`config.mk`:
```
export PLATFORM = sky130hd
export DESIGN_NAME = tx_stage_buffer
export DESIGN_NICKNAME = d
export VERILOG_FILES = /design/src/rtl/pcs_tx_pkg.sv /design/src/rtl/tx_stage_regfile.sv /design/src/rtl/tx_stage_buffer.sv
export SDC_FILE = /design/constraint.sdc
export NUM_CORES = 1
export LEC_CHECK = 0
export ABC_AREA = 1
export BUFFER_PORTS_ARGS = -buffer_cell sky130_fd_sc_hd__buf_2
export CORE_ASPECT_RATIO = 1.75
export CORE_MARGIN = 2
export CORE_UTILIZATION = 40
export CTS_CLUSTER_DIAMETER = 60
export CTS_CLUSTER_SIZE = 12
export DETAILED_ROUTE_END_ITERATION = 7
export PLACE_DENSITY = 0.55
export SKIP_LAST_GASP = 1
export SLEW_MARGIN = 20
export SYNTH_ARGS = -nofsm -noshare
export SYNTH_HDL_FRONTEND = slang
export SYNTH_HIERARCHICAL = 1
export SYNTH_SLANG_ARGS = --single-unit
export TNS_END_PERCENT = 5
```
`constraint.sdc`:
```
create_clock -name clock -period 2.6 [get_ports clock]
set_input_delay 0 -clock clock [delete_from_list [all_inputs] [get_ports clock]]
set_output_delay 0 -clock clock [all_outputs]
set_load 0.02 [all_outputs]
```
`src/rtl/pcs_tx_pkg.sv`:
```
// ---------------------------------------------------------------------------
// pcs_tx_pkg
// Shared definitions for the PCS transmit path: default word width and stage
// depth, the default word type, and a constant-evaluable ceil(log2) helper
// used to size pointers and the occupancy counter.
// No ports (package).
// ---------------------------------------------------------------------------
package pcs_tx_pkg;

    localparam int TX_WR_WIDTH_DEF    = 12;
    localparam int TX_STAGE_DEPTH_DEF = 4;

    typedef logic [TX_WR_WIDTH_DEF-1:0] tx_word_t;

    // ceil(log2(value)), minimum 1 so a 1-bit field is never sized to zero.
    function automatic int clog2_f(input int value);
        int result;
        result = 1;
        for (int i = 1; i < 31; i++) begin
            result = (int'(32'd1 << i) < value) ? (i + 1) : result;
        end
        return result;
    endfunction

endpackage

```
`src/rtl/tx_stage_regfile.sv`:
```
// ---------------------------------------------------------------------------
// tx_stage_regfile
// DEPTH x WR_WIDTH flop array backing the TX stage buffer.
// Ports:
//   clock  in   rising-edge clock
//   we     in   write enable
//   waddr  in   write address (AW bits)
//   wdata  in   write data (WR_WIDTH bits)
//   raddr  in   read address (AW bits)
//   rdata  out  asynchronous read data (WR_WIDTH bits)
// Contents are deliberately not reset; validity is tracked by the parent.
// ---------------------------------------------------------------------------
module tx_stage_regfile
    import pcs_tx_pkg::*;
#(
    parameter int WR_WIDTH = TX_WR_WIDTH_DEF,
    parameter int DEPTH    = TX_STAGE_DEPTH_DEF,
    parameter int AW       = clog2_f(DEPTH)
) (
    input  logic                clock,
    input  logic                we,
    input  logic [AW-1:0]       waddr,
    input  logic [WR_WIDTH-1:0] wdata,
    input  logic [AW-1:0]       raddr,
    output logic [WR_WIDTH-1:0] rdata
);

    logic [WR_WIDTH-1:0] mem_r [DEPTH];

    // Single write port into the storage array.
    always_ff @(posedge clock) begin
        if (we) begin
            mem_r[waddr] <= wdata;
        end
    end

    // Asynchronous read of the addressed entry.
    always_comb begin
        rdata = mem_r[raddr];
    end

endmodule

```
`src/rtl/tx_stage_buffer.sv`:
```
// ---------------------------------------------------------------------------
// tx_stage_buffer
// Elastic DEPTH-entry stage between the TX FIFO and the escaper.
// Ports:
//   clock         in   rising-edge clock
//   reset         in   synchronous, active-high
//   in_enable     in   global enable; low freezes all transfers and state
//   en_fifo       in   upstream word valid
//   data_fifo     in   upstream word (WR_WIDTH)
//   idle_fifo     out  stage can take a word this cycle
//   en_escaper    out  word handed to the escaper this cycle
//   data_escaper  out  head word (zero when nothing to present)
//   idle_escaper  in   escaper can accept this cycle
//   level         out  stored-entry count (CW bits)
//   almost_full   out  registered level >= AF_LEVEL
//   proto_err     out  sticky: word offered while the stage refused it
// Build option: define TX_STAGE_BYPASS_EN to let a word offered to an empty
// stage with a ready escaper pass straight through in the same cycle.
// ---------------------------------------------------------------------------
module tx_stage_buffer
    import pcs_tx_pkg::*;
#(
    parameter int WR_WIDTH = TX_WR_WIDTH_DEF,
    parameter int DEPTH    = TX_STAGE_DEPTH_DEF,
    parameter int AF_LEVEL = 3,
    localparam int CW      = clog2_f(DEPTH + 1)
) (
    input  logic                clock,
    input  logic                reset,
    input  logic                in_enable,
    input  logic                en_fifo,
    input  logic [WR_WIDTH-1:0] data_fifo,
    output logic                idle_fifo,
    output logic                en_escaper,
    output logic [WR_WIDTH-1:0] data_escaper,
    input  logic                idle_escaper,
    output logic [CW-1:0]       level,
    output logic                almost_full,
    output logic                proto_err
);

    localparam int            PW       = clog2_f(DEPTH);
    localparam logic [CW-1:0] DEPTH_C  = CW'(DEPTH);
    localparam logic [CW-1:0] AF_C     = CW'(AF_LEVEL);
    localparam logic [CW-1:0] ONE_C    = CW'(1);
    localparam logic [PW-1:0] LAST_PTR = PW'(DEPTH - 1);

    logic [PW-1:0]       rd_ptr_r;
    logic [PW-1:0]       wr_ptr_r;
    logic [CW-1:0]       count_r;
    logic                almost_full_r;
    logic                proto_err_r;

    logic                active_s;
    logic                has_data_s;
    logic                pop_s;
    logic                idle_s;
    logic                push_s;
    logic                bypass_s;
    logic                write_s;
    logic [WR_WIDTH-1:0] rdata_s;

    // Pointers wrap explicitly so DEPTH need not be a power of two.
    function automatic logic [PW-1:0] next_ptr(input logic [PW-1:0] ptr);
        return (ptr == LAST_PTR) ? {PW{1'b0}} : (ptr + PW'(1));
    endfunction

    tx_stage_regfile #(
        .WR_WIDTH (WR_WIDTH),
        .DEPTH    (DEPTH),
        .AW       (PW)
    ) u_regfile (
        .clock (clock),
        .we    (write_s),
        .waddr (wr_ptr_r),
        .wdata (data_fifo),
        .raddr (rd_ptr_r),
        .rdata (rdata_s)
    );

    // Handshake decode: pop, acceptance, push and bypass qualification.
    always_comb begin
        active_s   = in_enable & ~reset;
        has_data_s = (count_r != {CW{1'b0}});
        pop_s      = active_s & idle_escaper & has_data_s;
        // A full stage still accepts when it is popping in the same cycle.
        idle_s     = active_s & ((count_r < DEPTH_C) | pop_s);
        push_s     = en_fifo & idle_s;
`ifdef TX_STAGE_BYPASS_EN
        bypass_s   = active_s & en_fifo & idle_escaper & ~has_data_s;
`else
        bypass_s   = 1'b0;
`endif
        // A bypassed word goes straight out and is never stored.
        write_s    = push_s & ~bypass_s;
    end

    // Pointer, occupancy, almost-full and protocol-error state.
    always_ff @(posedge clock) begin
        if (reset) begin
            rd_ptr_r      <= {PW{1'b0}};
            wr_ptr_r      <= {PW{1'b0}};
            count_r       <= {CW{1'b0}};
            almost_full_r <= 1'b0;
            proto_err_r   <= 1'b0;
        end else if (in_enable) begin
            if (write_s) begin
                wr_ptr_r <= next_ptr(wr_ptr_r);
            end
            if (pop_s) begin
                rd_ptr_r <= next_ptr(rd_ptr_r);
            end
            case ({write_s, pop_s})
                2'b10:   count_r <= count_r + ONE_C;
                2'b01:   count_r <= count_r - ONE_C;
                default: count_r <= count_r;
            endcase
            // Registered from the current count, so it trails level by one edge.
            almost_full_r <= (count_r >= AF_C);
            if (en_fifo & ~idle_s) begin
                proto_err_r <= 1'b1;
            end
        end
    end

    // Output drive; reset forces the combinational outputs to their idle values.
    always_comb begin
        en_escaper  = pop_s | bypass_s;
        idle_fifo   = idle_s;
        almost_full = almost_full_r;
        proto_err   = proto_err_r;
        if (reset) begin
            level        = {CW{1'b0}};
            data_escaper = {WR_WIDTH{1'b0}};
        end else begin
            level = count_r;
`ifdef TX_STAGE_BYPASS_EN
            if (bypass_s) begin
                data_escaper = data_fifo;
            end else if (has_data_s) begin
                data_escaper = rdata_s;
            end else begin
                data_escaper = {WR_WIDTH{1'b0}};
            end
`else
            if (has_data_s) begin
                data_escaper = rdata_s;
            end else begin
                data_escaper = {WR_WIDTH{1'b0}};
            end
`endif
        end
    end

endmodule

```
==> Flow_metrics.wiki <==
{| class="wikitable"
! Metric !! Value
|-
| Post-Route Setup TNS || 0 ns
|-
| Most common cell in the netlist || sky130_fd_sc_hd__inv_1
|-
| Combined area of all synthesized cells || 2711 um2
|-
| Number of top-level pins || 36
|-
| Register bit count reported by yosys || 57
|-
| Final Cell Area || 3371 um2
|-
| Drt pass-1 iters || 4
|-
| Leftover overflow at the end of global routing || 0
|-
| Iteration-0 DRC Markers || 86
|-
| Pre-CTS setup slack || 0.7842 ns
|-
| Antenna cell count || 0
|-
| Total vias in the final route || 1943
|-
| Hold Slack || 0.06371 ns
|-
| Post-Place Cells || 407
|-
| Antenna violations before repair || 0
|-
| Remaining max-slew budget at the tightest pin || 53.80%
|-
| Per-cell routed wire length || 11.77 um
|-
| Pwr Total || 2.126 mW
|-
| Count of buffers from port buffering || 35
|-
| Pwr per Cell Area || 630.7 nW/um2
|-
| Final nets || 371
|-
| Core ar. || 6539 um2
|-
| Post-route DRC violation count || 0
|-
| Worst-Skew Late Latency || 0.32 ns
|-
| Clock tree skew after final layout || 0.007115 ns
|-
| Ys flop type || sky130_fd_sc_hd__edfxtp_1
|-
| P&R area growth vs syn || 24.32%
|-
| Library cells used by synthesis || 26
|-
| Hold Crit Depth || 4
|-
| CTS tree || built
|-
| Critical Path RT || 2.60 ns
|-
| Combined global-route utilization of all metal layers || 15.67%
|-
| Rows || 39
|-
| Drt total wl || 5144 um
|-
| Nature of the critical path startpoint || register
|-
| Switching part of the total || 20.58%
|-
| Achievable frequency || 528.7 MHz
|-
| Sw power || 437.5 uW
|-
| Count of flip-flops with a built-in enable after synthesis || 48
|-
| Worst Path Arrival || 1.89 ns
|-
| Maximum number of pins on one net before global-route repair || 25
|-
| H-tree level count || 3
|-
| Endpoint type of the worst setup path || output pin
|-
| Power share of the sequential group || 47.8%
|-
| Routed vias/inst || 4.446
|-
| Total of endpoints with negative setup slack in the final report || 0
|-
| Effective utilization at floorplan || 41.47%
|-
| Top cells by count, synth || sky130_fd_sc_hd__inv_1, sky130_fd_sc_hd__nand2_1, sky130_fd_sc_hd__edfxtp_1, sky130_fd_sc_hd__nand3_1, sky130_fd_sc_hd__nor2_1
|-
| Number of global-route vias before repair || 1829
|-
| Number of inserted filler cells in the final layout || 646
|-
| Post-route clock period utilization || 72.74%
|-
| Vertical die dimension || 112.9 um
|-
| Average cell area after synthesis || 9.254 um2
|-
| Final min period || 1.891 ns
|-
| Transition time at the pin with the least slew margin || 0.6921 ns
|-
| Unrepaired setup endpoints after global routing || no
|-
| Path category of the worst min-delay check || in2reg
|-
| Count of cells along the worst register-to-register path || 12
|-
| Post-CTS clock slew at the launch and capture registers of the worst setup and hold paths || 0.05 ns
|-
| Share of cells above drive strength 1 || 21.97%
|-
| Finished Layout Cells || 437
|-
| Total Die Area || 7479 um2
|-
| Yosys warns || 6
|-
| CTS Buffer Depth || 2
|-
| Classification of the worst setup path || reg2out
|-
| Most area-hungry cell type in the Yosys netlist || sky130_fd_sc_hd__edfxtp_1
|-
| Run status || finished clean
|-
| Max-slew violations || 0
|-
| Max FO, Critical Path || 24
|-
| Detail Route Antenna Nets || 0
|-
| First-pass GRT wire length || 8473 um
|-
| Clock power frac || 46.0%
|-
| Final number of hold-violating endpoints || 0
|-
| Leakage Power || 1.615 nW
|-
| Post-route core utilization || 51.55%
|-
| Resized Gates After CTS || 0
|-
| Internal power summed over all cells || 1.688 mW
|-
| Peak supply drop || 321.5 uV
|-
| Synth top area cells || sky130_fd_sc_hd__edfxtp_1, sky130_fd_sc_hd__inv_1, sky130_fd_sc_hd__nand2_1
|-
| Number of standard cells after synthesis || 293
|-
| Part of the total power dissipated in combinational logic || 6.2%
|-
| Cell at the root of the clock tree || sky130_fd_sc_hd__clkbuf_16
|-
| Area fraction of the dominant cell type after synthesis || 53.16%
|-
| Fin worst setup slack || 0.7087 ns
|-
| Detailed-placement wirelength estimate || 3368 um
|-
| Die extent in x || 66.24 um
|-
| Total CTS buffers || 9
|-
| Gp weighted congestion || 0.7561
|-
| DP Area || 2975 um2
|-
| Nets in the synthesized netlist || 314
|-
| Share of the yosys chip area belonging to registers || 59.81%
|-
| # Max-Cap Violations || 0
|-
| Share of flip-flops with an asynchronous set or reset || 0%
|-
| Clock net sink count || 57
|}
## cells in the final DEF (no fill, tap or decap), types with 2 or more instances in the layout
master                          count
sky130_fd_sc_hd__nor2_2             2
sky130_fd_sc_hd__nor2_1            27
sky130_fd_sc_hd__inv_1             74
sky130_fd_sc_hd__o21ai_0            6
sky130_fd_sc_hd__dfxtp_1            9
sky130_fd_sc_hd__clkinv_2           4
sky130_fd_sc_hd__a21oi_1            2
sky130_fd_sc_hd__buf_4              6
sky130_fd_sc_hd__ha_1               3
sky130_fd_sc_hd__clkinv_1           2
sky130_fd_sc_hd__nand3_1           28
sky130_fd_sc_hd__edfxtp_1          48
sky130_fd_sc_hd__clkbuf_1           2
sky130_fd_sc_hd__dlygate4sd3_1     14
sky130_fd_sc_hd__buf_2             35
sky130_fd_sc_hd__nand2_2           13
sky130_fd_sc_hd__nand2_1           58
sky130_fd_sc_hd__nor3_2             4
sky130_fd_sc_hd__clkbuf_16          9
## critical path, cell delays in order, from the launching register on
cell	delay, ns
sky130_fd_sc_hd__dfxtp_1	0.76
sky130_fd_sc_hd__inv_6	0.22
sky130_fd_sc_hd__nand2_1	0.12
sky130_fd_sc_hd__nand3_1	0.07
sky130_fd_sc_hd__nand2_1	0.09
sky130_fd_sc_hd__inv_1	0.04
sky130_fd_sc_hd__nor2_1	0.08
sky130_fd_sc_hd__buf_2	0.18
## power by group through the flow
stage / clock [mW] / combinational [mW] / sequential [mW]
6_report: 0.979 / 0.132 / 1.02
5_1_grt: 1.05 / 0.148 / 1.02
4_1_cts: 1.01 / 0.134 / 1.02
3_5_place_dp: 0 / 0.117 / 1.03
3_3_place_gp: 0 / 0.116 / 1.03
2_1_floorplan: 0 / 0.0714 / 1.03
## path summary, 6_finish.rpt
kind / slack, ns / start / end
worst min-delay path: 0.06 / reset / count_r[2]$_SDFFE_PP0P_
worst max-delay path: 0.71 / rd_ptr_r[0]$_SDFFE_PP0P_ / data_escaper[7]
worst min register to register: 0.47 / proto_err$_SDFFE_PP0P_ / proto_err$_SDFFE_PP0P_
worst max register to register: 0.78 / count_r[2]$_SDFFE_PP0P_ / count_r[2]$_SDFFE_PP0P_
## timing repair
action | 4_1_cts | 5_1_grt
hold endpoints to repair | 51 | 0
hold buffers | 14 | 0
buffers inserted | 0 | 0
setup endpoints to repair | 0 | 0
## cell families (layout without fill, tap and decap cells)
kind of cell / Yosys count / in the layout / share of synthesized area [%]
AOI/OAI and AO/OA: 12 / 12 / 2.492
adders and majority gates: 4 / 4 / 2.123
buffers and inverters: 86 / 148 / 13.80
DFF: 57 / 57 / 59.81
and+or+nand+nor: 134 / 134 / 21.78
## metal layers
metal	track usage [%]	routed length (um)
met1	16.68	2089
met2	27.33	2817
met3	3.877	170
met4	8.844	66
met5	0	0
## registers in the layout (all words and copies together), names as in the netlist
register         flops
count_r              3
rd_ptr_r             2
almost_full          1
wr_ptr_r             2
proto_err            1
u_regfile/mem_r     48
## area by class of cell
class / count / area [um2] / area share (%)
repair buffers: 55 / 360.3 / 10.69
inverters: 77 / 295.3 / 8.760
flip-flops and latches: 57 / 1622 / 48.11
clock inverters: 5 / 22.52 / 0.6682
clock buffers: 11 / 232.7 / 6.904
well taps: 82 / 102.6 / 3.044
multi-input cells: 150 / 735.7 / 21.83
(Power assumes the default switching activity.)
